===== config.mk =====
export PLATFORM = sky130hd
export DESIGN_NAME = cable_link
export DESIGN_NICKNAME = d
export VERILOG_FILES = /design/src/rtl/cable_pkg.sv /design/src/rtl/cable_link_rx.sv /design/src/rtl/cable_link.sv
export SDC_FILE = /design/constraint.sdc
export NUM_CORES = 1
export LEC_CHECK = 0
export CORE_ASPECT_RATIO = 0.5
export CORE_MARGIN = 2
export CORE_UTILIZATION = 55
export CTS_CLUSTER_SIZE = 20
export DETAILED_ROUTE_END_ITERATION = 6
export GPL_ROUTABILITY_DRIVEN = 0
export PLACE_DENSITY = 0.94
export SLEW_MARGIN = 10
export SYNTH_ARGS = -nofsm -noshare
export SYNTH_HDL_FRONTEND = slang
export SYNTH_SLANG_ARGS = --single-unit
export TNS_END_PERCENT = 30

===== constraint.sdc =====
create_clock -name clk -period 3.9 [get_ports clk]
set_input_delay 0.78 -clock clk [delete_from_list [all_inputs] [get_ports clk]]
set_output_delay 0.78 -clock clk [all_outputs]
set_load 0.01 [all_outputs]

===== src/rtl/cable_pkg.sv =====
// cable_pkg: shared RX state type and TX idle-pattern helper for cable_link.
package cable_pkg;
  typedef enum logic {HUNT = 1'b0, LOCKED = 1'b1} rx_state_e;
  function automatic logic [31:0] idle_word(input int unsigned phase, input int unsigned out_w);
    logic [31:0] w;
    w = (out_w >= 32) ? '1 : ((32'd1 << out_w) - 32'd1);
    return w & ~(32'd1 << (out_w - 1 - phase));
  endfunction
endpackage


===== src/rtl/cable_link_rx.sv =====
// cable_link_rx: lock FSM on the idle stream, hit decode with timestamp, link error counter.
module cable_link_rx
  import cable_pkg::*;
#(
  parameter int IN_W     = 8,
  parameter int IDLE_IN  = 0,
  parameter int LOCK_CNT = 16,
  parameter int ERR_MAX  = 4,
  parameter int TS_W     = 16,
  parameter int ERRCNT_W = 16
) (
  input  logic                clk,
  input  logic                rst,
  input  logic [IN_W-1:0]     word_i,
  input  logic [TS_W-1:0]     ts_i,
  input  logic                err_clr_i,
  output logic                locked_o,
  output logic                lock_lost_o,
  output logic                hit_valid_o,
  output logic [IN_W-2:0]     hit_data_o,
  output logic [TS_W-1:0]     hit_ts_o,
  output logic [ERRCNT_W-1:0] err_count_o
);
  localparam int RW = $clog2(LOCK_CNT + 1);
  localparam int EW = $clog2(ERR_MAX + 1);
  rx_state_e state_q, state_d;
  logic [RW-1:0] run_q, run_d;
  logic [EW-1:0] errrun_q, errrun_d;
  logic [ERRCNT_W-1:0] err_q, err_d;
  logic is_idle, is_hit, is_bad, in_lock, lock_hit, drop;
  assign is_idle  = word_i == IN_W'(IDLE_IN);
  assign is_hit   = ~is_idle & word_i[IN_W-1];
  assign is_bad   = ~is_idle & ~is_hit;
  assign in_lock  = state_q == LOCKED;
  assign lock_hit = is_idle && run_q == RW'(LOCK_CNT - 1);
  assign drop     = is_bad && errrun_q == EW'(ERR_MAX - 1);
  always_ff @(posedge clk)
    state_q <= rst ? HUNT : state_d;
  // Any encoding other than a stable LOCKED falls back to HUNT.
  always_comb
    state_d = (state_q == HUNT) ? (lock_hit ? LOCKED : HUNT)
            : (state_q == LOCKED && !drop) ? LOCKED : HUNT;
  always_comb
    locked_o = state_q == LOCKED;
  always_comb begin
    run_d    = (in_lock || !is_idle || lock_hit) ? '0 : run_q + RW'(1);
    errrun_d = (!in_lock || !is_bad || drop) ? '0 : errrun_q + EW'(1);
    err_d    = err_clr_i ? '0 : (in_lock && is_bad && err_q != '1) ? err_q + ERRCNT_W'(1) : err_q;
  end
  always_ff @(posedge clk) begin
    if (rst) begin
      run_q       <= '0;
      errrun_q    <= '0;
      err_q       <= '0;
      hit_valid_o <= 1'b0;
      hit_data_o  <= '0;
      hit_ts_o    <= '0;
      lock_lost_o <= 1'b0;
    end else begin
      run_q       <= run_d;
      errrun_q    <= errrun_d;
      err_q       <= err_d;
      hit_valid_o <= in_lock & is_hit;
      lock_lost_o <= in_lock & drop;
      if (in_lock && is_hit) begin
        hit_data_o <= word_i[IN_W-2:0];
        hit_ts_o   <= ts_i;
      end
    end
  end
  assign err_count_o = err_q;
endmodule


===== src/rtl/cable_link.sv =====
// cable_link: ROCSTAR<->MCU cable endpoint; TX idle/command mux and timestamp here, RX in cable_link_rx.
module cable_link
  import cable_pkg::*;
#(
  parameter int IN_W     = 8,
  parameter int OUT_W    = 4,
  parameter int IDLE_IN  = 0,
  parameter int LOCK_CNT = 16,
  parameter int ERR_MAX  = 4,
  parameter int TS_W     = 16,
  parameter int ERRCNT_W = 16
) (
  input  logic                clk,
  input  logic                rst,
  input  logic                tx_en,
  input  logic                cmd_valid,
  input  logic [OUT_W-1:0]    cmd_data,
  output logic                cmd_ready,
  output logic [OUT_W-1:0]    out,
  input  logic [IN_W-1:0]     in,
  output logic                locked,
  output logic                lock_lost,
  output logic                hit_valid,
  output logic [IN_W-2:0]     hit_data,
  output logic [TS_W-1:0]     hit_ts,
  input  logic                err_clr,
  output logic [ERRCNT_W-1:0] err_count
);
  localparam int PW = (OUT_W > 1) ? $clog2(OUT_W) : 1;
  logic [PW-1:0] phase_q, phase_d;
  logic [OUT_W-1:0] out_q, out_d;
  logic [TS_W-1:0] ts_q;
  assign cmd_ready = tx_en & ~rst;
  // A command steals the slot; the idle rotation resumes where it left off.
  always_comb begin
    out_d   = !tx_en ? '0 : cmd_valid ? cmd_data : OUT_W'(idle_word(32'(phase_q), OUT_W));
    phase_d = (tx_en && !cmd_valid) ? ((phase_q == PW'(OUT_W - 1)) ? '0 : phase_q + PW'(1)) : phase_q;
  end
  always_ff @(posedge clk) begin
    if (rst) begin
      out_q   <= '0;
      phase_q <= '0;
      ts_q    <= '0;
    end else begin
      out_q   <= out_d;
      phase_q <= phase_d;
      ts_q    <= ts_q + TS_W'(1);
    end
  end
  assign out = out_q;
  cable_link_rx #(
    .IN_W(IN_W), .IDLE_IN(IDLE_IN), .LOCK_CNT(LOCK_CNT),
    .ERR_MAX(ERR_MAX), .TS_W(TS_W), .ERRCNT_W(ERRCNT_W)
  ) u_rx (
    .clk(clk), .rst(rst), .word_i(in), .ts_i(ts_q), .err_clr_i(err_clr),
    .locked_o(locked), .lock_lost_o(lock_lost), .hit_valid_o(hit_valid),
    .hit_data_o(hit_data), .hit_ts_o(hit_ts), .err_count_o(err_count)
  );
endmodule


==> summary.md <==
| Metric | Value |
|---|---|
| Outcome | `completed` |
| Share of post-route cells with drive strength above 1 | `9.59%` |
| Worst Hold Depth | `1` |
| CTS tree | `yes` |
| Clock Latency Late Sink | `roughly 0.33 ns` |
| Worst-margin pin slew | `between 0.8 and 0.9 ns` |
| Core Footprint | `approximately 5500 sq um` |
| Yosys top cell area share | `~46%` |
| Initial antenna violation count | `0` |
| # setup viols final | `0` |
| Post_cts resized | `0` |
| Seq/Total Area, Yosys | `between 40% and 50%` |
| Switching Power | `0.347 mW` |
| GR Overflow Total | `0` |
| HP Class | `flop to flop` |
| Root Buffer | `clkbuf_16` |
| Net Sw Frac | `roughly a fifth` |
| Commonest non-fill, non-tap cell in the layout | `dfxtp_1` |
| Dpl ws | `roughly 1.1 ns` |
| First-pass GRT wire length | `11800 um` |
| H-Tree Depth | `3` |
| Post-DR vias/cell | `around 5.7` |
| Synth area leaders | `dfxtp_1 (46%), nand2_1 (7.1%), a21oi_1 (6.0%), ha_1 (4.0%), nor2_1 (3.7%)` |
| IO buf count | `between 60 and 70` |
| RSZ-0062 raised after global routing | `no` |
| Clk pin slew, worst setup/hold paths | `0.05 ns` |
| Pwr Total | `1.68 mW` |
| Row count | `19` |
| Number of buffers created by CTS | `9` |
| # nets final | `440` |
| Drt first pass iters | `4` |
| Vias in the first global route | `~2600` |
| Area after DPL | `3760 sq um` |
| Starting DRC count in detailed routing | `158` |
| Commonest cells after routing, fill and taps aside | `dfxtp_1 (72), clkdlybuf4s50_1 (62), nand2_1 (59), a21oi_1 (37), nor2_1 (31)` |
| Final WL | `7270 um` |
| Sum Neg Setup Slack | `0 ns` |
| Maximum VDD drop | `approximately 330 uV` |
| Die Ht | `approximately 57 um` |
| Die Footprint | `6310 sq um` |
| Comb pwr share | `around 3.8%` |
| Area grow syn2layout | `31.0%` |
| Endpoints failing hold | `0` |
| Post-synth EDFFs | `0` |
| Number of max-cap violations | `0` |
| Crit-path max FO | `5` |
| Fraction of registers with async set/reset | `0%` |
| P_leak | `~1.4 nW` |
| Mapped Area | `approximately 3100 sq um` |
| Syn nets | `between 300 and 400` |
| Design area | `approximately 4100 sq um` |
| Worst EP arrival | `about 2 ns` |
| Vias | `approximately 2800` |
| Final min period | `2.78 ns` |
| Mapped Cells | `between 300 and 400` |
| Final worst slack | `1.12 ns` |
| Pint | `roughly 1.3 mW` |
| Antenna Cells | `0` |
| Largest net degree at the start of global routing | `between 50 and 60` |
| Critical path endpoint category | `primary output` |
| Initial core utilization | `about 57%` |
| DRC viols | `0` |
| Detailed Place HPWL | `4550 um` |
| Final core occ | `between 70% and 80%` |
| Startpoint class of the critical path | `input pin` |
| Pwr dens | `411 nW/um^2` |
| Worst rel slew slack | `46.2%` |
| Worst-case clock buffer depth | `2` |
| Yosys warning total | `0` |
| Routed wire length per instance | `14.8 um` |
| Post-CTS Setup Bufs | `0` |
| Post-synth cell types | `48` |
| Sequential share of power | `between 40% and 50%` |
| Worst Reg2Reg Path Length in Cells | `5` |
| Clock Skew | `between 0.006 and 0.007 ns` |
| Area leader, netlist | `dfxtp_1` |
| CP required | `between 3 and 4 ns` |
| Syn avg cell area | `8.77 sq um` |
| GR Util All Layers | `24.0%` |
| Crit Path Category | `input pin to primary output` |
| Die X-Extent | `approximately 110 um` |
| Clk sinks | `72` |
| FMAX | `359 MHz` |
| Final Cycle Share | `71.4%` |
| FF+latch count, synth | `just over 70` |
| Fin. max-slew vios | `0` |
| Top Ports | `64` |
| Final ANT Viol Nets | `0` |
| Clock share of power | `around half` |
| Ys flop type | `dfxtp_1` |
| Post-CTS Hold Buffers | `0` |
[synth_stat cells (2+ instances only)]
master,n
and4_1,5
and3_1,5
a21oi_1,37
a31oi_1,2
a41o_1,2
nor2_1,31
or4_2,4
nand2b_1,2
xnor2_1,3
nor3_1,6
nor4_1,8
mux2i_1,4
ha_1,10
o21ai_0,7
buf_6,2
nor4b_1,2
a21oi_2,5
nand2_1,59
inv_1,8
o31ai_1,4
buf_2,2
nand4_1,10
or3_1,7
xor2_1,9
and2_1,2
nand3_1,13
nor2b_1,2
dfxtp_1,72
clkbuf_1,13
[metal layers]
layer	track usage (%)	vias up	routed length, um
li1	-	1374	-
met1	28.7	1317	3190
met2	42.6	73	3680
met3	6.40	9	324
met4	7.32	0	75
met5	0	-	0
[cells by family after synthesis]
group	after synthesis	share of synthesized area [%]
xor+xnor	12	3.38
fa+ha+maj	10	4.02
buf+inv	26	3.70
simple gates	165	27.3
flops	72	46.3
mux	4	1.29
compound gates	66	14.0
[final timing paths]
path,startpoint,end,slack (ns)
worst max register to register,u_rx.err_count_o[0],u_rx.err_count_o[13],1.82
worst min register to register,u_rx.errrun_q[0],u_rx.errrun_q[0],0.43
worst min-delay path,u_rx.errrun_q[0],u_rx.errrun_q[0],0.43
worst max-delay path,tx_en,cmd_ready,1.12
[through the flow]
step,hold slack (ns),cells
after global routing,0.454,490
final,0.433,490
after global placement,0.425,475
after floorplan,0.405,355
after CTS,0.438,490
after detailed placement,0.430,475
[critical path, stage by stage]
cell             delay [ns]
clkdlybuf4s50_1        0.49
nand2b_1               0.13
inv_1                  0.08
clkdlybuf4s50_1        0.53
[layout make-up]
type	count	area [sq um]
clock buffers	9	225
fillers	382	1390
multi-input cells	257	1560
flip-flops and latches	72	1440
well taps	73	91.3
inverters	8	30.0
repair buffers	65	641
clock inverters	6	92.6
[registers in the layout, summed over array words and instances, names as in the netlist]
register and cells:
ts_q 16, u_rx.err_count_o 16, u_rx.hit_ts_o 16, u_rx.hit_data_o 7
u_rx.run_q 5, out 4, u_rx.errrun_q 3, phase_q 2
u_rx.hit_valid_o 1, u_rx.lock_lost_o 1, u_rx.locked_o 1
[power by group through the flow]
stage / clock network [mW] / registers [mW] / logic [mW]
floorplan: 0 / 0.762 / 0.0286
global placement: 0 / 0.762 / 0.0584
detailed placement: 0 / 0.762 / 0.0608
CTS: 0.878 / 0.746 / 0.0629
global route: 0.914 / 0.746 / 0.0680
finish: 0.868 / 0.746 / 0.0633
No activity file was read; power rests on OpenSTA's default activity.
